## config.mk

```make
export PLATFORM = sky130hd
export DESIGN_NAME = trail_stack_flat
export DESIGN_NICKNAME = d
export VERILOG_FILES = /design/src/rtl/sat_pkg.sv /design/src/rtl/trail_stack_if.sv /design/src/rtl/trail_stack.sv /design/src/flat_wrapper.sv
export SDC_FILE = /design/constraint.sdc
export NUM_CORES = 1
export LEC_CHECK = 0
export BUFFER_PORTS_ARGS = -buffer_cell sky130_fd_sc_hd__buf_2
export CORE_MARGIN = 8
export CORE_UTILIZATION = 35
export DETAILED_ROUTE_END_ITERATION = 8
export HOLD_SLACK_MARGIN = 0.1
export PLACE_DENSITY = 0.57
export SYNTH_ARGS = -nofsm -noshare
export SYNTH_HDL_FRONTEND = slang
export SYNTH_SLANG_ARGS = --single-unit
```

## constraint.sdc

```tcl
create_clock -name clock -period 7.9 [get_ports clock]
set_input_delay 0.79 -clock clock [delete_from_list [all_inputs] [get_ports clock]]
set_output_delay 0.79 -clock clock [all_outputs]
set_load 0.005 [all_outputs]
```

## src/rtl/sat_pkg.sv

```systemverilog
// Shared solver types: trail entries, trail FSM states, default sizes.
package sat_pkg;

  localparam int NUM_VARIABLE   = 128;
  localparam int VARIABLE_INDEX = 7;

  typedef struct packed {
    logic [VARIABLE_INDEX-1:0] var_idx;
    logic                      val;
    logic                      decision;
    logic                      flipped;
  } trail_entry_t;

  typedef enum logic [1:0] {
    IDLE = 2'd0,
    POP  = 2'd1,
    FLIP = 2'd2
  } trail_state_e;

endpackage

```

## src/rtl/trail_stack_if.sv

```systemverilog
// Push channel into the assignment trail (valid/ready).
interface trail_stack_if;
  import sat_pkg::*;

  logic                      push_valid;
  logic [VARIABLE_INDEX-1:0] push_var;
  logic                      push_val;
  logic                      push_decision;
  logic                      push_ready;

  modport master (
    output push_valid,
    output push_var,
    output push_val,
    output push_decision,
    input  push_ready
  );

  modport slave (
    input  push_valid,
    input  push_var,
    input  push_val,
    input  push_decision,
    output push_ready
  );

endinterface

```

## src/rtl/trail_stack.sv

```systemverilog
// Assignment trail for a DPLL/CDCL solver: push assignments,
// backtrack to the most recent unflipped decision and flip it.
module trail_stack
  import sat_pkg::*;
#(
  parameter int NUM_VARIABLE   = sat_pkg::NUM_VARIABLE,
  parameter int VARIABLE_INDEX = sat_pkg::VARIABLE_INDEX,
  parameter int DEPTH          = NUM_VARIABLE,
  localparam int CW = $clog2(DEPTH + 1),
  localparam int AW = (DEPTH > 1) ? $clog2(DEPTH) : 1
) (
  input  logic                      clock,
  input  logic                      reset,
  trail_stack_if.slave              push,
  input  logic                      bt_start,
  output logic                      bt_busy,
  output logic                      unassign_valid,
  output logic [VARIABLE_INDEX-1:0] unassign_var,
  output logic                      flip_valid,
  output logic [VARIABLE_INDEX-1:0] flip_var,
  output logic                      flip_val,
  output logic                      bt_unsat,
  output logic [CW-1:0]             count,
  output logic                      full,
  output logic                      empty
);

  trail_state_e state;
  trail_entry_t mem [DEPTH];
  trail_entry_t top;

  logic [AW-1:0] wr_idx;
  logic [AW-1:0] top_idx;
  logic          push_fire;
  logic          top_dec;

  assign full    = (count == CW'(DEPTH));
  assign empty   = (count == '0);
  assign wr_idx  = count[AW-1:0];
  assign top_idx = wr_idx - AW'(1);
  assign top     = mem[top_idx];
  assign top_dec = top.decision && !top.flipped;

  assign push.push_ready = (state == IDLE) && !full && !bt_start;
  assign push_fire       = push.push_valid && push.push_ready;

  assign bt_busy        = (state == POP) || (state == FLIP);
  assign bt_unsat       = (state == POP) && empty;
  assign unassign_valid = (state == POP) && !empty && !top_dec;
  assign unassign_var   = top.var_idx;
  assign flip_valid     = (state == FLIP);
  assign flip_var       = top.var_idx;
  assign flip_val       = !top.val;

  always_ff @(posedge clock or negedge reset) begin
    if (!reset) begin
      state <= IDLE;
      count <= '0;
    end else begin
      unique case (state)
        IDLE: begin
          if (bt_start) begin
            state <= POP;
          end else if (push_fire) begin
            count <= count + CW'(1);
          end
        end
        POP: begin
          if (empty) begin
            state <= IDLE;
          end else if (top_dec) begin
            state <= FLIP;
          end else begin
            count <= count - CW'(1);
          end
        end
        FLIP: begin
          state <= IDLE;
        end
        default: begin
          state <= IDLE;
        end
      endcase
    end
  end

  // Entry payload carries no reset; occupancy alone defines validity.
  always_ff @(posedge clock) begin
    if (push_fire) begin
      mem[wr_idx] <= '{
        var_idx:  push.push_var,
        val:      push.push_val,
        decision: push.push_decision,
        flipped:  1'b0
      };
    end else if (state == FLIP) begin
      mem[top_idx].val     <= !top.val;
      mem[top_idx].flipped <= 1'b1;
    end
  end

endmodule

```

## src/flat_wrapper.sv

```systemverilog
// flat-port wrapper written by rule: the top's interface ports become plain ports
module trail_stack_flat import sat_pkg::*;
#(
  parameter int NUM_VARIABLE   = sat_pkg::NUM_VARIABLE,
  parameter int VARIABLE_INDEX = sat_pkg::VARIABLE_INDEX,
  parameter int DEPTH          = NUM_VARIABLE,
  localparam int CW = $clog2(DEPTH + 1),
  localparam int AW = (DEPTH > 1) ? $clog2(DEPTH) : 1
)
  (clock, reset, bt_start, bt_busy, unassign_valid, unassign_var, flip_valid, flip_var, flip_val, bt_unsat, count, full, empty, push_push_valid, push_push_var, push_push_val, push_push_decision, push_push_ready);
  trail_stack_if push_i ();
  input  logic clock;
  input  logic reset;
  input  logic bt_start;
  output logic bt_busy;
  output logic unassign_valid;
  output logic [VARIABLE_INDEX-1:0] unassign_var;
  output logic flip_valid;
  output logic [VARIABLE_INDEX-1:0] flip_var;
  output logic flip_val;
  output logic bt_unsat;
  output logic [CW-1:0] count;
  output logic full;
  output logic empty;
  input wire logic [$bits(push_i.push_valid)-1:0] push_push_valid;
  input wire logic [$bits(push_i.push_var)-1:0] push_push_var;
  input wire logic [$bits(push_i.push_val)-1:0] push_push_val;
  input wire logic [$bits(push_i.push_decision)-1:0] push_push_decision;
  output wire logic [$bits(push_i.push_ready)-1:0] push_push_ready;
  assign push_i.push_valid = push_push_valid;
  assign push_i.push_var = push_push_var;
  assign push_i.push_val = push_push_val;
  assign push_i.push_decision = push_push_decision;
  assign push_push_ready = push_i.push_ready;
  trail_stack #(.NUM_VARIABLE(NUM_VARIABLE), .VARIABLE_INDEX(VARIABLE_INDEX), .DEPTH(DEPTH)) u_core (.clock(clock), .reset(reset), .push(push_i), .bt_start(bt_start), .bt_busy(bt_busy), .unassign_valid(unassign_valid), .unassign_var(unassign_var), .flip_valid(flip_valid), .flip_var(flip_var), .flip_val(flip_val), .bt_unsat(bt_unsat), .count(count), .full(full), .empty(empty));
endmodule
```

==> results by group, run 1 <==
Worst setup path
  • Longest individual stage delay on the worst path: about 0.94 ns
  • Internal reg-to-reg setup slack: 1.97 ns
  • Worst endpoint required time: ~7 ns
  • Crit path capture type: output pin
  • Crit path launch type: register
  • Data arrival time of the worst path: around 5.9 ns
  • Largest fanout on the critical path: 54
  • Most repeated library cell on the critical path: sky130_fd_sc_hd__mux4_2
  • Library cell contributing the largest single delay on the critical path: sky130_fd_sc_hd__ha_4
  • Cell chain of the critical path: inv_1, ha_4, buf_4, mux4_2, mux4_2, mux4_2, mux2_2, buf_2
  • Type of the setup path with the least slack: reg2out

Synthesis
  • Cell Area, Synth: between 50000 and 60000 sq um
  • Syn nets: approximately 2.5k
  • Yosys reg bits: about 1.3k
  • Count of synthesis-stage warnings from yosys: 0
  • Gate count of the mapped netlist: about 2.5k
  • Count of different cell masters after synthesis: slightly below 80
  • Share of flip-flops with an asynchronous set or reset: less than 1%
  • Sequential area share after synthesis: approximately three quarters
  • Mapped Avg Cell Area: ~21 sq um
  • EDFF count, synth: about 1.3k
  • Main synth FF type: sky130_fd_sc_hd__edfxtp_1

Route
  • Antenna viol nets, final: 0
  • TritonRoute pass-1 iters: 5
  • Routed WL: 122 mm
  • Vias/cell: about 5.4
  • Detailed Route Iter0 Violations: around 2.6k
  • DR WL/cell: around 27 um
  • Count of unresolved DRC violations after routing: 0
  • Total vias in the final route: between 20k and 25k

Power and ir drop
  • Worst vdd rail ir drop: between 0.0002 and 0.0003 V
  • Switching part of the total: 34.3%
  • Internal power: about 15 mW
  • Power density over cell area: between 400 and 500 nW/um^2
  • Part of the total power dissipated in sequential elements: a little over a third
  • Clock power frac: a little over a quarter
  • Comb pwr share: between 30% and 40%
  • NetSw: 7.95 mW
  • Leak: 17.6 nW

Timing
  • Aggregate negative setup slack: 0 ns
  • Number of pins exceeding their max-slew limit in the final report: 0
  • Relative max-transition margin: 7.79%
  • Setup repair after global routing missed its margin: no
  • Worst clock skew: between 0.02 and 0.025 ns
  • Final Hold Viols: 0
  • Portion of the clock cycle consumed by the worst path in the final layout: between 80% and 90%
  • Top achievable clock speed: 150 MHz
  • # setup viols final: 0
  • Pin slew with the least headroom to its limit: 1.38 ns
  • Worst Slack Setup Final: about 1.2 ns
  • Final critical-path required period: between 6 and 7 ns

Floorplan
  • Die area: around 160000 sq um
  • Die width: about 400 um
  • Number of ports placed on the die boundary: 43
  • Starting density of the core: between 30% and 40%
  • Standard cell core area: about 150000 sq um
  • Site Rows: 140
  • Die Ht: roughly 400 um

Global route
  • Total congestion overflow: 0
  • Via count of the first global-routing pass: between 20k and 30k
  • Total routing resource utilization after global routing: approximately 15%
  • Global-route wire length before repair: around 180 mm
  • Largest net degree at the start of global routing: approximately 120
  • Number of antenna violations at the first check in global routing: 4

Clock tree
  • Root Buffer: sky130_fd_sc_hd__clkbuf_16
  • Post-CTS setup buffer count: 0
  • Clock buffer count from CTS: 131
  • Sink count of the clock tree: ~1.3k
  • Max clock buf depth: 3
  • Post-cts sizing count: 0
  • Clock insertion delay at the later pin of the skew report: ~0.76 ns
  • Clock edge transition at the registers on the reported setup and hold paths: ~0.07 ns
  • Cts hold-fix bufs: 1
  • Clock tree from TritonCTS: yes
  • CTS H-tree depth: 4

Placement
  • Placement Setup Slack: between 1.5 and 2 ns
  • Half-perimeter wire length of the detailed placement result: around 76 mm
  • Count of buffers inserted at the top-level ports: 42
  • Routability cong.: roughly 0.81

Finish
  • Ratio of cells with drive above 1 in the final layout: 25.0%
  • Area growth from synthesis to layout: 13.0%
  • Total number of nets in the final design: between 2k and 3k
  • Number of antenna cells inserted: 0
  • Filler Cells Inserted: between 10k and 15k

Status
  • Outcome: finished, final reports clean

Flow run
  • Max Cap Viol: 0

Min path
  • Type of the most critical hold path: in2reg
## layout by cell type, fill, tap and decap left out, types with 6 or more instances in the layout
cell type                   synthesis  layout
sky130_fd_sc_hd__a21oi_1           10      10
sky130_fd_sc_hd__buf_2             47      42
sky130_fd_sc_hd__buf_4             16      46
sky130_fd_sc_hd__bufinv_16          0      13
sky130_fd_sc_hd__clkbuf_1          50      26
sky130_fd_sc_hd__clkbuf_16          0     135
sky130_fd_sc_hd__clkinv_1           0      24
sky130_fd_sc_hd__clkinv_2           0      23
sky130_fd_sc_hd__dfrtp_1           10       9
sky130_fd_sc_hd__edfxtp_1        1280    1280
sky130_fd_sc_hd__ha_1              11       9
sky130_fd_sc_hd__inv_1             41      41
sky130_fd_sc_hd__inv_6              0       7
sky130_fd_sc_hd__mux2_2             9       8
sky130_fd_sc_hd__mux4_2           338     338
sky130_fd_sc_hd__nand2_1           95      95
sky130_fd_sc_hd__nand2b_1          30      30
sky130_fd_sc_hd__nand3_1           16      16
sky130_fd_sc_hd__nor2_1           265     265
sky130_fd_sc_hd__nor2b_4            0       8
sky130_fd_sc_hd__nor3_1             6       6
sky130_fd_sc_hd__o211ai_1           8       8
sky130_fd_sc_hd__o21ai_0           16      16
sky130_fd_sc_hd__o221ai_1          27      27
sky130_fd_sc_hd__o311ai_0           6       6
sky130_fd_sc_hd__o32ai_1           25      25
## layout make-up
type / instances / area [sq um] / share of cell area, %
Tap cell: 1917 / 2400 / 4.17
Inverter: 41 / 154 / 0.268
Multi-Input combinational cell: 982 / 11400 / 19.8
Sequential cell: 1290 / 38700 / 67.3
Timing Repair Buffer: 93 / 646 / 1.12
Clock inverter: 75 / 756 / 1.31
Clock buffer: 161 / 3480 / 6.04
## worst max-delay path, delay by kind of cell, from the launching register on
kind                     cells  cell delay, ns
multiplexers                 4            1.88
buffers and inverters        3            1.37
adder cells (fa/ha/maj)      1            0.94
flip-flops                   1            0.80
## cells in the mapped netlist, types with 25 or more instances
cell	number	area, sq um
sky130_fd_sc_hd__mux4_2	338	7610
sky130_fd_sc_hd__o32ai_1	25	219
sky130_fd_sc_hd__buf_2	47	235
sky130_fd_sc_hd__nand2b_1	30	188
sky130_fd_sc_hd__buf_1	25	93.8
sky130_fd_sc_hd__nand2_1	95	357
sky130_fd_sc_hd__o221ai_1	27	236
sky130_fd_sc_hd__clkbuf_1	50	188
sky130_fd_sc_hd__inv_1	41	154
sky130_fd_sc_hd__edfxtp_1	1280	38400
sky130_fd_sc_hd__nor2_1	265	995
## path summary, 6_finish.rpt
path / end / depth (start not counted) / startpoint
hold / removal: u_core.state[1] / 3 / bt_start
setup reg to reg: u_core.mem[3][2] / 10 / u_core.count[0]
hold reg to reg: u_core.state[1] / 2 / u_core.state[1]
setup / recovery: flip_var[6] / 8 / u_core.count[0]
min in group asynchronous: u_core.state[0] / 2 / reset
max in group asynchronous: u_core.count[0] / 2 / reset
## kinds of logic after synthesis
kind of cell,Yosys count,share of synthesized area [%]
DFF,1290,76.0
and+or+nand+nor,469,4.12
muxes,356,15.4
buffers and inverters,191,1.81
AOI/OAI and AO/OA,134,2.12
adders and majority gates,12,0.310
xor gates and xnor gates,11,0.219
## power groups by stage
stage                     clock, mW  combinational, mW  sequential [mW]
after detailed placement          0               8.93             8.32
after floorplan                   0               5.85             8.31
after global placement            0               8.84             8.31
final                          6.14               8.86             8.18
after CTS                      6.25               8.94             8.17
after global routing           6.50               9.32             8.18
## registers in the layout, indices dropped and copies added, names as in the netlist
register and count:
u_core.mem 1280, u_core.count 8, u_core.state 2
## per-layer routing
layer | part of all wire (%) | track usage (%)
met1 | 43 | 21.1
met2 | 49 | 24.9
met3 | 6.5 | 2.94
met4 | 1.9 | 3.92
met5 | 0 | 0
## through the flow
step	hold WS (ns)	utilization (%)	power [mW]	std cells	area, sq um
2_1_floorplan	0.494	-	14.2	2463	50900
3_3_place_gp	0.587	36.7	17.2	4322	53300
3_5_place_dp	0.638	36.7	17.2	4322	53300
4_1_cts	0.387	39.6	23.4	4559	57500
5_1_grt	0.433	39.6	24.0	4559	57500
6_report	0.446	39.6	23.2	4559	57500
No activity file was read; power rests on OpenSTA's default activity.
==> run 2, diff against run 1 <==
--- a/config.mk
+++ b/config.mk
@@ -5,12 +5,13 @@
 export SDC_FILE = /design/constraint.sdc
 export NUM_CORES = 1
 export LEC_CHECK = 0
+export ABC_AREA = 1
 export BUFFER_PORTS_ARGS = -buffer_cell sky130_fd_sc_hd__buf_2
 export CORE_MARGIN = 8
 export CORE_UTILIZATION = 35
 export DETAILED_ROUTE_END_ITERATION = 8
 export HOLD_SLACK_MARGIN = 0.1
-export PLACE_DENSITY = 0.57
+export PLACE_DENSITY = 0.59
 export SYNTH_ARGS = -nofsm -noshare
 export SYNTH_HDL_FRONTEND = slang
 export SYNTH_SLANG_ARGS = --single-unit
==> constraint.sdc (replaced) <==
create_clock -name clock -period 5.7 [get_ports clock]
set_input_delay 0.57 -clock clock [delete_from_list [all_inputs] [get_ports clock]]
set_output_delay 0.57 -clock clock [all_outputs]
set_load 0.005 [all_outputs]
==> results by group, run 2 <==
Status
  • Outcome: finished, final reports clean

Finish
  • Non-filler cells, final: around 6.6k
  • Area growth from synthesis to layout: 11.2%
  • Most common cell after layout, fill and taps aside: sky130_fd_sc_hd__edfxtp_1
  • Register bank with the most flops: u_core.mem
  • Total number of nets in the final design: around 4.5k
  • Flip-flop count of the largest register, all copies and words added: 1280
  • Largest registers in the final layout: u_core.mem x1280, u_core.count x8, u_core.state x2
  • Commonest non-fill, non-tap cells in the layout: 1280 x sky130_fd_sc_hd__edfxtp_1, 756 x sky130_fd_sc_hd__nor2_1, 731 x sky130_fd_sc_hd__nand2_1, 544 x sky130_fd_sc_hd__o21ai_0, 347 x sky130_fd_sc_hd__nand3_1
  • Ratio of cells with drive above 1 in the final layout: ~8.4%

Timing
  • Setup repair after global routing missed its margin: no
  • Worst clock skew: 0.0253 ns
  • # setup viols final: 0
  • Pin slew with the least headroom to its limit: between 1 and 1.5 ns
  • Hold WS: approximately 0.20 ns
  • Final critical-path required period: 5.26 ns
  • Relative max-transition margin: between 15 and 20%
  • Number of pins exceeding their max-slew limit in the final report: 0
  • Top achievable clock speed: 190 MHz
  • Final Hold Viols: 0
  • Portion of the clock cycle consumed by the worst path in the final layout: between 90 and 100%

Synthesis
  • EDFF count, synth: 1280
  • Cell Area, Synth: between 50000 and 60000 sq um
  • Main synth FF type: sky130_fd_sc_hd__edfxtp_1
  • Yosys reg bits: around 1.3k
  • Count of different cell masters after synthesis: 47
  • Mapped Avg Cell Area: about 12 sq um
  • Cell types with the highest counts after synthesis: 1280 x sky130_fd_sc_hd__edfxtp_1, 764 x sky130_fd_sc_hd__nor2_1, 733 x sky130_fd_sc_hd__nand2_1, 544 x sky130_fd_sc_hd__o21ai_0, 348 x sky130_fd_sc_hd__nand3_1
  • Sequential area share after synthesis: a little under three quarters
  • Gate count of the mapped netlist: roughly 4.5k
  • Most repeated cell in the gate-level netlist after synthesis: sky130_fd_sc_hd__edfxtp_1
  • Syn nets: approximately 4.5k
  • Cells taking the most area after synthesis: sky130_fd_sc_hd__edfxtp_1 71%, sky130_fd_sc_hd__nor2_1 5.3%, sky130_fd_sc_hd__nand2_1 5.1%, sky130_fd_sc_hd__o21ai_0 5.0%, sky130_fd_sc_hd__nand3_1 3.2%
  • Share of flip-flops with an asynchronous set or reset: 0.775%
  • Cell accounting for the most synthesized area: sky130_fd_sc_hd__edfxtp_1
  • Count of synthesis-stage warnings from yosys: 0
  • Proportion of netlist area held by the largest area contributor: a little under three quarters

Clock tree
  • Post-cts sizing count: 0
  • Clock insertion delay at the later pin of the skew report: approximately 0.76 ns
  • Clock tree from TritonCTS: yes
  • Clock edge transition at the registers on the reported setup and hold paths: ~0.06 ns
  • Max clock buf depth: 3
  • CTS H-tree depth: 4
  • Root Buffer: sky130_fd_sc_hd__clkbuf_16
  • Sink count of the clock tree: about 1.3k
  • Clock buffer count from CTS: 133

Power and ir drop
  • Leak: about 20 nW
  • Overall power consumption: roughly 36 mW
  • Power density over cell area: between 500 and 600 nW/um^2
  • Worst vdd rail ir drop: 0.000785 V

Worst setup path
  • Cell chain of the critical path: buf_12, buf_4, o21ai_0, o22ai_1, o21ai_0, o221ai_1, nand3_1, nand2_1, nand2_1, nand2_1, buf_2
  • Library cell contributing the largest single delay on the critical path: sky130_fd_sc_hd__buf_4
  • Number of buffers and inverters on the critical path: 3
  • Crit path capture type: output pin
  • CP top delay family: buffers and inverters
  • Longest individual stage delay on the worst path: between 0.8 and 0.9 ns
  • Worst endpoint required time: between 5 and 6 ns
  • Data arrival time of the worst path: ~4.7 ns
  • Largest fanout on the critical path: ~170
  • Crit path launch type: register
  • Most repeated library cell on the critical path: sky130_fd_sc_hd__nand2_1
  • Type of the setup path with the least slack: reg2out

Floorplan
  • Die Ht: between 400 and 500 um
  • Standard cell core area: between 150000 and 200000 sq um
  • Die area: approximately 170000 sq um
  • Die width: between 400 and 500 um
  • Number of ports placed on the die boundary: between 40 and 50
  • Starting density of the core: 35.2%
  • Site Rows: 144

Route
  • Routed WL: about 140 mm
  • Antenna viol nets, final: 0
  • Total vias in the final route: approximately 35k
  • Detailed Route Iter0 Violations: about 4.0k
  • TritonRoute pass-1 iters: 6
  • DR WL/cell: about 22 um
  • Vias/cell: around 5.3
  • Count of unresolved DRC violations after routing: 0

Placement
  • Half-perimeter wire length of the detailed placement result: 80.1 mm
  • Cell count after placement: 6347
  • Routability cong.: between 0.8 and 0.9
  • Count of buffers inserted at the top-level ports: 42

Global route
  • GR peak layer: met2
  • Fraction of met2 tracks used by global routing: 25.5%
  • Total congestion overflow: 0
  • Total routing resource utilization after global routing: between 10% and 20%
  • Via count of the first global-routing pass: about 33k
  • Met1 routing resource usage after global routing: between 20% and 30%
  • Fraction of met3 tracks used by global routing: roughly 2.9%
  • Largest net degree at the start of global routing: between 150 and 200
  • Number of antenna violations at the first check in global routing: 0
  • Global-route wire length before repair: ~210 mm

Flow run
  • Max Cap Viol: 0

Min path
  • Type of the most critical hold path: in2reg
## run 2: area by class of cell
class | count | area (sq um)
Fill cell | 14485 | 93700
Sequential cell | 1290 | 38700
Multi-Input combinational cell | 2799 | 13400
Clock buffer | 159 | 3470
Tap cell | 2044 | 2560
Timing Repair Buffer | 111 | 993
Clock inverter | 77 | 701
Inverter | 104 | 408
Antenna cell | 2 | 5.00
## run 2: power by group
part           total, mW  switching [mW]  internal (mW)
Clock               8.42            3.71           4.71
Sequential          11.3          0.0905           11.2
Combinational       16.3            12.1           4.20
Total               36.0            15.9           20.1
## run 2: final timing paths
| check | startpoint | end | depth (start not counted) | slack [ns] |
|---|---|---|---|---|
| hold reg to reg | u_core.state[0] | u_core.state[0] | 2 | 0.52 |
| setup reg to reg | u_core.count[0] | u_core.mem[76][5] | 12 | 1.53 |
| setup / recovery | u_core.count[0] | unassign_var[4] | 11 | 0.44 |
| hold / removal | push_push_var[0] | u_core.mem[100][3] | 3 | 0.20 |
| min in group asynchronous | reset | u_core.state[1] | 2 | 0.21 |
| max in group asynchronous | reset | u_core.count[0] | 2 | 5.27 |
## run 2: what timing repair did
action                                 in CTS  in global routing
hold buffers                                1                  0
buffers inserted                            0                  0
endpoints found under the hold margin      10                  0
## run 2: kinds of logic (layout without fill, tap and decap cells)
logic type,after synthesis,count (layout),share of synthesized area (%)
buffers and inverters,422,451,4.05
XOR/XNOR,11,11,0.275
flip-flops,1290,1290,71.5
adder cells (fa/ha/maj),12,12,0.291
other,0,2,0
AND/OR/NAND/NOR,1925,1925,14.8
AO/OA/AOI/OAI,851,851,9.10
## run 2: worst min-delay path: stages
cell,delay (ns)
sky130_fd_sc_hd__buf_2,0.09
sky130_fd_sc_hd__inv_1,0.08
sky130_fd_sc_hd__nor2_4,0.06
## run 2: metrics by stage
stage	worst slack, ns	cell area, sq um	setup TNS (ns)	utilization [%]
2_1_floorplan	-0.213	54100	-217.89	-
3_3_place_gp	1.36	56000	0	36.4
3_5_place_dp	1.35	56000	0	36.4
4_1_cts	0.505	60200	0	39.1
5_1_grt	0.194	60200	0	39.1
6_report	0.441	60200	0	39.1
## run 2: metal layers
metal / share of wire, % / wire length, um
met1: 44 / 62700
met3: 8.2 / 11700
met2: 45 / 65000
met5: 0 / 0
met4: 2.7 / 3930
